===== src/rtl/audio_bram_ctrl.sv =====
// ----------------------------------------------------------------------------
// audio_bram_ctrl
//
// Record/playback controller and sole master of the sample BRAM port.
//
// RECORD: every sample_in_valid strobe produces a one-cycle BRAM write on the
// following cycle, at sequential addresses starting from 0. Recording ends on
// stop, or automatically once the last address has been written.
//
// PLAY: every sample_tick issues a one-cycle BRAM read of the next stored
// sample. RD_LAT cycles later the read data is captured into sample_out,
// together with a one-cycle sample_out_valid strobe. The tick-to-valid
// latency is RD_LAT+2 cycles. With loop high, playback wraps to address 0
// after the last recorded sample; otherwise it returns to IDLE.
//
// Handshake: there is no back-pressure anywhere. sample_in_valid and
// sample_tick are single-cycle strobes that are consumed in the cycle they
// are high, or dropped if the current state does not accept them.
// sample_out_valid is a single-cycle strobe, and sample_out holds its value
// between strobes.
//
// Ports:
//   clock, reset       system clock; synchronous active-high reset
//   rec_start          pulse: start recording (IDLE only; wins over play_start)
//   play_start         pulse: start playback (IDLE only, needs rec_len != 0)
//   stop               pulse: abort recording or playback
//   loop               level: wrap playback to address 0 after the last sample
//   sample_in/_valid   ADC sample and its qualifying strobe
//   sample_tick        playback-rate strobe
//   bram_en/we/addr/din BRAM port controls (all registered)
//   bram_dout          BRAM read data, valid RD_LAT cycles after bram_en
//   sample_out/_valid  playback sample and its qualifying strobe
//   recording, playing state flags
//   full               the last recording filled the whole memory
//   rec_len            number of samples held from the last recording
//   dbg_state          current FSM state, for observation and checkers
// ----------------------------------------------------------------------------
module audio_bram_ctrl #(
  parameter int ADDR_W = 14,
  parameter int DATA_W = 16,
  parameter int RD_LAT = 1
) (
  input  logic              clock,
  input  logic              reset,
  input  logic              rec_start,
  input  logic              play_start,
  input  logic              stop,
  input  logic              loop,
  input  logic [DATA_W-1:0] sample_in,
  input  logic              sample_in_valid,
  input  logic              sample_tick,
  output logic              bram_en,
  output logic              bram_we,
  output logic [ADDR_W-1:0] bram_addr,
  output logic [DATA_W-1:0] bram_din,
  input  logic [DATA_W-1:0] bram_dout,
  output logic [DATA_W-1:0] sample_out,
  output logic              sample_out_valid,
  output logic              recording,
  output logic              playing,
  output logic              full,
  output logic [ADDR_W:0]   rec_len,
  output logic [1:0]        dbg_state
);

  localparam logic [1:0] S_IDLE      = 2'd0;
  localparam logic [1:0] S_RECORD    = 2'd1;
  localparam logic [1:0] S_PLAY      = 2'd2;
  localparam logic [1:0] S_PLAY_WAIT = 2'd3;

  // Pointers carry one extra bit so a full memory (2^ADDR_W samples) can be
  // represented in rec_len without wrapping.
  localparam logic [ADDR_W:0] PTR_ONE  = {{ADDR_W{1'b0}}, 1'b1};
  localparam logic [ADDR_W:0] LAST_PTR = {1'b0, {ADDR_W{1'b1}}};
  localparam logic [ADDR_W:0] DEPTH    = {1'b1, {ADDR_W{1'b0}}};
  localparam logic [1:0]      LAT_CNT  = 2'(RD_LAT);

  logic [1:0]        state_q, state_d;
  logic [ADDR_W:0]   wr_ptr_q, wr_ptr_d;
  logic [ADDR_W:0]   rd_ptr_q, rd_ptr_d;
  logic [ADDR_W:0]   rd_next;
  logic [1:0]        wait_cnt_q, wait_cnt_d;
  logic              full_q, full_d;
  logic [ADDR_W:0]   rec_len_q, rec_len_d;
  logic              bram_en_q, bram_en_d;
  logic              bram_we_q, bram_we_d;
  logic [ADDR_W-1:0] bram_addr_q, bram_addr_d;
  logic [DATA_W-1:0] bram_din_q, bram_din_d;
  logic [DATA_W-1:0] sample_out_q, sample_out_d;
  logic              sample_out_valid_q, sample_out_valid_d;
  logic              recording_q, recording_d;
  logic              playing_q, playing_d;

  assign rd_next = rd_ptr_q + PTR_ONE;

  always_comb begin
    state_d            = state_q;
    wr_ptr_d           = wr_ptr_q;
    rd_ptr_d           = rd_ptr_q;
    wait_cnt_d         = wait_cnt_q;
    full_d             = full_q;
    rec_len_d          = rec_len_q;
    bram_en_d          = 1'b0;
    bram_we_d          = 1'b0;
    bram_addr_d        = bram_addr_q;
    bram_din_d         = bram_din_q;
    sample_out_d       = sample_out_q;
    sample_out_valid_d = 1'b0;

    case (state_q)
      S_IDLE: begin
        if (rec_start) begin
          state_d   = S_RECORD;
          wr_ptr_d  = '0;
          full_d    = 1'b0;
          rec_len_d = '0;
        end else if (play_start && (rec_len_q != '0)) begin
          state_d  = S_PLAY;
          rd_ptr_d = '0;
        end
      end

      S_RECORD: begin
        if (stop) begin
          // A sample arriving together with stop is discarded.
          state_d   = S_IDLE;
          rec_len_d = wr_ptr_q;
        end else if (sample_in_valid) begin
          bram_en_d   = 1'b1;
          bram_we_d   = 1'b1;
          bram_addr_d = wr_ptr_q[ADDR_W-1:0];
          bram_din_d  = sample_in;
          wr_ptr_d    = wr_ptr_q + PTR_ONE;
          if (wr_ptr_q == LAST_PTR) begin
            state_d   = S_IDLE;
            full_d    = 1'b1;
            rec_len_d = DEPTH;
          end
        end
      end

      S_PLAY: begin
        if (stop) begin
          state_d = S_IDLE;
        end else if (sample_tick) begin
          bram_en_d   = 1'b1;
          bram_addr_d = rd_ptr_q[ADDR_W-1:0];
          wait_cnt_d  = '0;
          state_d     = S_PLAY_WAIT;
        end
      end

      S_PLAY_WAIT: begin
        if (stop) begin
          // The outstanding read is dropped; no valid strobe follows.
          state_d = S_IDLE;
        end else if (wait_cnt_q == LAT_CNT) begin
          sample_out_d       = bram_dout;
          sample_out_valid_d = 1'b1;
          if (rd_next == rec_len_q) begin
            if (loop) begin
              rd_ptr_d = '0;
              state_d  = S_PLAY;
            end else begin
              state_d = S_IDLE;
            end
          end else begin
            rd_ptr_d = rd_next;
            state_d  = S_PLAY;
          end
        end else begin
          wait_cnt_d = wait_cnt_q + 2'd1;
        end
      end

      default: state_d = S_IDLE;
    endcase

    // Status flags follow the next state so they change with the transition.
    recording_d = (state_d == S_RECORD);
    playing_d   = (state_d == S_PLAY) || (state_d == S_PLAY_WAIT);
  end

  always_ff @(posedge clock) begin
    if (reset) begin
      state_q            <= S_IDLE;
      wr_ptr_q           <= '0;
      rd_ptr_q           <= '0;
      wait_cnt_q         <= '0;
      full_q             <= 1'b0;
      rec_len_q          <= '0;
      bram_en_q          <= 1'b0;
      bram_we_q          <= 1'b0;
      bram_addr_q        <= '0;
      bram_din_q         <= '0;
      sample_out_q       <= '0;
      sample_out_valid_q <= 1'b0;
      recording_q        <= 1'b0;
      playing_q          <= 1'b0;
    end else begin
      state_q            <= state_d;
      wr_ptr_q           <= wr_ptr_d;
      rd_ptr_q           <= rd_ptr_d;
      wait_cnt_q         <= wait_cnt_d;
      full_q             <= full_d;
      rec_len_q          <= rec_len_d;
      bram_en_q          <= bram_en_d;
      bram_we_q          <= bram_we_d;
      bram_addr_q        <= bram_addr_d;
      bram_din_q         <= bram_din_d;
      sample_out_q       <= sample_out_d;
      sample_out_valid_q <= sample_out_valid_d;
      recording_q        <= recording_d;
      playing_q          <= playing_d;
    end
  end

  assign bram_en          = bram_en_q;
  assign bram_we          = bram_we_q;
  assign bram_addr        = bram_addr_q;
  assign bram_din         = bram_din_q;
  assign sample_out       = sample_out_q;
  assign sample_out_valid = sample_out_valid_q;
  assign recording        = recording_q;
  assign playing          = playing_q;
  assign full             = full_q;
  assign rec_len          = rec_len_q;
  assign dbg_state        = state_q;

endmodule


===== config.mk =====
export PLATFORM = sky130hd
export DESIGN_NAME = audio_bram_ctrl
export DESIGN_NICKNAME = d
export VERILOG_FILES = /design/src/rtl/audio_bram_ctrl.sv
export SDC_FILE = /design/constraint.sdc
export NUM_CORES = 1
export LEC_CHECK = 0
export BUFFER_PORTS_ARGS = -buffer_cell sky130_fd_sc_hd__buf_2
export CORE_UTILIZATION = 49
export CTS_BUF_LIST = sky130_fd_sc_hd__clkbuf_8 sky130_fd_sc_hd__clkbuf_16
export CTS_CLUSTER_SIZE = 20
export DETAILED_ROUTE_END_ITERATION = 10
export PLACE_DENSITY_LB_ADDON = 0.25
export SLEW_MARGIN = 20
export SYNTH_ARGS = -nofsm -noshare
export SYNTH_HDL_FRONTEND = slang
export SYNTH_SLANG_ARGS = --single-unit

===== constraint.sdc =====
create_clock -name clock -period 2.4 [get_ports clock]
set_input_delay 0.6 -clock clock [delete_from_list [all_inputs] [get_ports clock]]
set_output_delay 0.6 -clock clock [all_outputs]
set_load 0.05 [all_outputs]

==> results of run 1 <==
power breakdown:
| group | leakage, nW | switching [W] | internal, W |
|---|---|---|---|
| Clock | 0.109 | 0.000672 | 0.000510 |
| Combinational | 1.58 | 0.000814 | 0.000378 |
| Sequential | 0.822 | 0.0000581 | 0.00178 |
| Total | 2.51 | 0.00154 | 0.00266 |
timing repair:
| action | in CTS | in global routing |
|---|---|---|
| hold buffers | 0 | 0 |
| setup buffers | 0 | 4 |
| pin swaps | 0 | 6 |
| cloned | 0 | 0 |
| gates resized for setup | 2 | 22 |
| endpoints found under the setup margin | 14 | 20 |
metal layers:
metal  vias to the layer above  GRT usage  part of all wire
met5                         -          0                 0
met4                         0     0.0932             0.018
met3                        17     0.0407             0.057
met2                       148      0.411              0.47
met1                      2286      0.365              0.46
li1                       2368          -                 -
sequential cells by signal (all words and copies together), names as in the netlist:
register and count:
recording 1, wr_ptr_q 15, playing 1, full 1, rec_len 15, bram_addr 14
bram_din 16, sample_out 16, wait_cnt_q 2, sample_out_valid 1, rd_ptr_q 15, dbg_state 2
bram_en 1, bram_we 1
cell usage in the layout, fill, tap and decap left out, types with 5 or more instances in the layout:
| master | n |
|---|---|
| a211oi_1 | 16 |
| a21oi_1 | 62 |
| a31oi_1 | 7 |
| and3_1 | 7 |
| buf_2 | 108 |
| buf_4 | 45 |
| clkbuf_8 | 9 |
| dfxtp_1 | 94 |
| dfxtp_4 | 5 |
| ha_1 | 5 |
| inv_1 | 21 |
| mux2i_1 | 16 |
| nand2_1 | 102 |
| nand2b_1 | 6 |
| nand3_1 | 28 |
| nand4_1 | 9 |
| nor2_1 | 51 |
| nor4_1 | 7 |
| o21ai_0 | 9 |
| o221ai_2 | 6 |
| or3_1 | 7 |
| xnor2_1 | 8 |
| xor2_1 | 17 |
tightest hold or removal path: stages:
cell,delay (ns)
buf_2,0.10
nand2_1,0.04
a21oi_1,0.05
how the worst max path moves through the flow:
stage / startpoint / to / slack (ns)
3_3_place_gp: rd_ptr_q[1] / rd_ptr_q[12] / 0.04
2_1_floorplan: rd_ptr_q[0] / rd_ptr_q[7] / -0.001
4_1_cts: rd_ptr_q[1] / rd_ptr_q[13] / -0.05
6_report: rd_ptr_q[6] / rd_ptr_q[4] / -0.1
5_1_grt: rd_ptr_q[6] / rd_ptr_q[13] / -0.21
3_5_place_dp: rd_ptr_q[1] / rd_ptr_q[13] / -0.03
area by class of cell:
class,instances,area [um^2]
inverters,23,86.3
repair buffers,155,901
fillers,895,3570
flip-flops and latches,101,2040
clock buffers,9,124
well taps,133,166
multi-input cells,442,2840
clock inverters,7,92.6
cells by family after synthesis:
| group | Yosys count | share of synthesized area |
|---|---|---|
| AO/OA/AOI/OAI | 127 | 0.165 |
| flip-flops | 101 | 0.406 |
| XOR/XNOR | 29 | 0.0540 |
| adder cells (fa/ha/maj) | 7 | 0.0176 |
| AND/OR/NAND/NOR | 262 | 0.267 |
| buffers and inverters | 63 | 0.0543 |
| multiplexers | 17 | 0.0352 |
through the flow:
| step | total power (W) | cell area (um^2) |
|---|---|---|
| floorplan | 0.00269 | 5020 |
| global placement | 0.00298 | 5860 |
| detailed placement | 0.00302 | 5860 |
| CTS | 0.00419 | 6080 |
| global route | 0.00439 | 6250 |
| finish | 0.00421 | 6250 |
==> flow_summary.ini, run 1 <==
[yosys]
yosysUniqueCellTypes = 67
synth_edf_count = 0
synthCells = 606
synthesis.area_um2 = 4980
syn_avg_cell_area_um2 = 8.21
yosysMostFrequentCell = nand2_1
synth_top_cell_area_share = 0.406
synthArstFlopShare = 0
ys_warn_count = 0
synth_ff_type = dfxtp_1
ys_ff_latch = 101
synth_commonest_cells = 102 x nand2_1, 101 x dfxtp_1, 62 x a21oi_1
synth_area_leaders = dfxtp_1 41%, nand2_1 7.7%, a21oi_1 6.2%
syn-num-nets = 653
yosysSeqAreaShare = 0.406
synth_area_leader_cell = dfxtp_1

[floorplan]
start_util = 0.507
die_h_um = 103
rows = 36
ios = 109
core-area_um2 = 9820
fp.dieArea_um2 = 10600
die_w_um = 103

[drt]
drc_errors = 0
via_per_inst = 5.54
wl_per_cell_um = 15.9
vias = 4819
dr.pass1.iters = 5
drtIter0Drc = 377
drt.antenna.violating_nets = 0
totalWireLength_um = 13800

[placement]
place_inst = 850
post-dp-hpwl_um = 10300
io_buffer_count = 108
finalWeightedCongestion = 0.905
dpl_worst_slack_ns = -0.0282

[setup_path]
cp.buffers_inverters = 1
critical_path_arrival_ns = 2.80
r2r_start = rd_ptr_q[6]
cp_cell_sequence = nand4_4 -> or4_4 -> xnor2_4 -> or3_4 -> nor4_4 -> a31oi_2 -> buf_6 -> o221ai_2
reg2reg_depth = 8
required_ns = 2.70
crit_path_max_fanout = 6
reg2reg_to = rd_ptr_q[4]
startpoint_type = flop
path_class = flop to flop
r2r_setup_slack_ns = -0.1
crit_path_end_kind = flop
critical_path_depth = 8
crit_family = simple AND/OR/NAND/NOR gates
cp_slowest_cell = or4_4
cpPeakStageDelay_ns = 0.59

[timing]
fmaxAchievable_mhz = 400
layout_setup_ws_ns = -0.0978
setup_violations = 17
worst_slew_pin_slew_ns = 0.626
hold_ws_ns = 0.443
rsz0062_at_grt = yes
drv_slew = 0
timing.final.hold_violations = 0
slew_headroom = 0.581
fin_crit_ns = 2.50
fin_crit_sh = 1.04
tns_ns = -1.18
finalClockSkew_ns = 0.0119

[cts]
cts_tree = built
clock_latency_ns = 0.38
clkSinkCount = 101
clkTransAtPathRegs_ns = 0.11
htree_levels = 3
cts-root-buf = clkbuf_8
clockBufferDepth = 2
cts_buffers = 9

[grt]
grt_pass1_vias = 4267
grt_max_degree = 42
grt_usage = 0.262
grt-ovfl-total = 0
grt_pass1_wl_um = 21300
antenna_found_initial = 0

[layout]
syn_to_final_growth_pct = 25.6
utilization = 0.637
finalNonFillerCells = 870
final_nets = 779
drive_gt1_frac = 0.300
n_antenna_cell = 0

[power]
ir_worst_vdd_mv = 0.408
power.leakage_nw = 2.51
powerDensity_nw_per_um2 = 673

[min_path]
holdCritStartpoint = bram_dout[11]
hold_end = sample_out[11]
holdPathStages = 3
hold_class = input pin to flop

[status]
failed_checks = setup timing
outcome = finished, violations left

[job]
cap_violations = 0
Power figures use the tool's default switching activity.
==> inputs of run 2 (changes only) <==
--- a/config.mk
+++ b/config.mk
@@ -11,6 +11,7 @@
 export CTS_CLUSTER_SIZE = 20
 export DETAILED_ROUTE_END_ITERATION = 10
 export PLACE_DENSITY_LB_ADDON = 0.25
+export SKIP_LAST_GASP = 1
 export SLEW_MARGIN = 20
 export SYNTH_ARGS = -nofsm -noshare
 export SYNTH_HDL_FRONTEND = slang
==> run 2 against run 1 <==
  * The flow still finishes with violations (setup timing)
  * Wire length shrank 1.2%
  * Die area is the same
  * Worst hold slack gained 0.0032 ns
  * Clock skew is essentially flat
  * First-iteration DRC count shrank 12%
  * Critical path depth is the same
  * Cell area shrank 0.10%
  * Combinational power is essentially flat
  * Sequential cell count is the same
  * Sequential share of layout area is essentially flat
  * Maximum frequency shrank 0.30%
  * Largest cell class unchanged
  * Largest power group unchanged
  * Highest routed layer unchanged
==> flow_summary.ini, run 2 (synthesized netlist as in run 1, its figures left out) <==
[status]
outcome = finished, violations left
failed_checks = setup timing

[layout]
nFillCells = 897
final_nets = 779
n_antenna_cell = 0
drive_gt1_frac = 0.299
final_common_cell = buf_2
layout_common_cells = 108 x buf_2, 102 x nand2_1, 94 x dfxtp_1
syn_to_final_growth_pct = 25.5
finalNonFillerCells = 870

[job]
cap_violations = 0

[timing]
hold_ws_ns = 0.446
layout_setup_ws_ns = -0.105
slew_headroom = 0.579
finalClockSkew_ns = 0.0116
setup_violations = 17
drv_slew = 0
fmaxAchievable_mhz = 399
timing.final.hold_violations = 0
fin_crit_ns = 2.51
fin_crit_sh = 1.04
rsz0062_at_grt = yes
worst_slew_pin_slew_ns = 0.630

[placement]
place_inst = 850
dpl_worst_slack_ns = -0.0282
post-dp-hpwl_um = 10300
io_buffer_count = 108
finalWeightedCongestion = 0.905

[cts]
cts-root-buf = clkbuf_8
clkSinkCount = 101
cts_buffers = 9
cts_tree = built
htree_levels = 3
clock_latency_ns = 0.38
clockBufferDepth = 2
clkTransAtPathRegs_ns = 0.11
hold_buffers = 0

[floorplan]
start_util = 0.507
core-area_um2 = 9820
die_h_um = 103
ios = 109
die_w_um = 103
fp.dieArea_um2 = 10600
rows = 36

[setup_path]
startpoint_type = flop
required_ns = 2.69
critical_path_arrival_ns = 2.80
crit_path_end_kind = flop
crit_path_max_fanout = 6
path_class = flop to flop

[grt]
grt_pass1_wl_um = 21300
grt_usage = 0.262
grt_pass1_vias = 4267
antenna_found_initial = 0
grt_max_degree = 42
grt-ovfl-total = 0

[power]
p_sw_frac = 0.366
fin_total_pwr_w = 0.00420
p_int_w = 0.00266
p_sw_w = 0.00154
p_seq_frac = 0.436
ir_worst_vdd_mv = 0.408
powerDensity_nw_per_um2 = 673
pwr-share-comb = 0.283
power.leakage_nw = 2.51
pwr-share-clk = 0.281

[drt]
via_per_inst = 5.51
vias = 4796
drtIter0Drc = 333
drt.antenna.violating_nets = 0
totalWireLength_um = 13600
wl_per_cell_um = 15.7
dr.pass1.iters = 5
drc_errors = 0

[min_path]
hold_class = input pin to flop
==> run 2: worst paths after layout <==
kind,slack [ns],depth (start not counted),startpoint,to
setup reg to reg,-0.11,8,rd_ptr_q[6],rd_ptr_q[4]
setup / recovery,-0.11,8,rd_ptr_q[6],rd_ptr_q[4]
hold reg to reg,0.46,2,bram_din[8],bram_din[8]
hold / removal,0.45,3,bram_dout[11],sample_out[11]
==> run 2: timing repair <==
item	in CTS	in global routing
resized for setup	2	21
setup endpoints to repair	14	20
pin swaps	0	6
buffers inserted	0	4
==> run 2: per-stage QoR <==
step | utilization | area, um^2 | setup TNS, ns
2_1_floorplan | - | 5020 | -0.00203
3_3_place_gp | 0.597 | 5860 | 0
3_5_place_dp | 0.597 | 5860 | -0.120
4_1_cts | 0.620 | 6080 | -0.252
5_1_grt | 0.636 | 6250 | -2.98
6_report | 0.636 | 6250 | -1.13
==> run 2: per-layer routing <==
| layer | part of all wire | track usage | up-vias |
|---|---|---|---|
| met5 | 0 | 0 | - |
| met4 | 0.018 | 0.0932 | 0 |
| met3 | 0.066 | 0.0407 | 18 |
| met2 | 0.46 | 0.411 | 157 |
| met1 | 0.45 | 0.365 | 2253 |
| li1 | - | - | 2368 |
==> run 2: worst max-delay path, cell delays in order (launching register included) <==
cell	delay [ns]
dfxtp_4	0.40
nand4_4	0.11
or4_4	0.59
xnor2_4	0.17
or3_4	0.38
nor4_4	0.29
a31oi_2	0.15
buf_6	0.16
o221ai_1	0.17
==> run 2: final cells by class <==
class | count | area, um^2 | area share
Timing Repair Buffer | 155 | 901 | 0.144
Clock inverter | 7 | 92.6 | 0.0148
Multi-Input combinational cell | 442 | 2830 | 0.454
Tap cell | 133 | 166 | 0.0266
Inverter | 23 | 86.3 | 0.0138
Sequential cell | 101 | 2040 | 0.327
Clock buffer | 9 | 124 | 0.0198
==> run 2: power by group through the flow <==
stage / clock network [W] / logic [W] / registers (W)
2_1_floorplan: 0 / 0.000514 / 0.00218
3_3_place_gp: 0 / 0.00112 / 0.00187
3_5_place_dp: 0 / 0.00115 / 0.00187
4_1_cts: 0.00120 / 0.00115 / 0.00183
5_1_grt: 0.00126 / 0.00128 / 0.00185
6_report: 0.00118 / 0.00119 / 0.00183
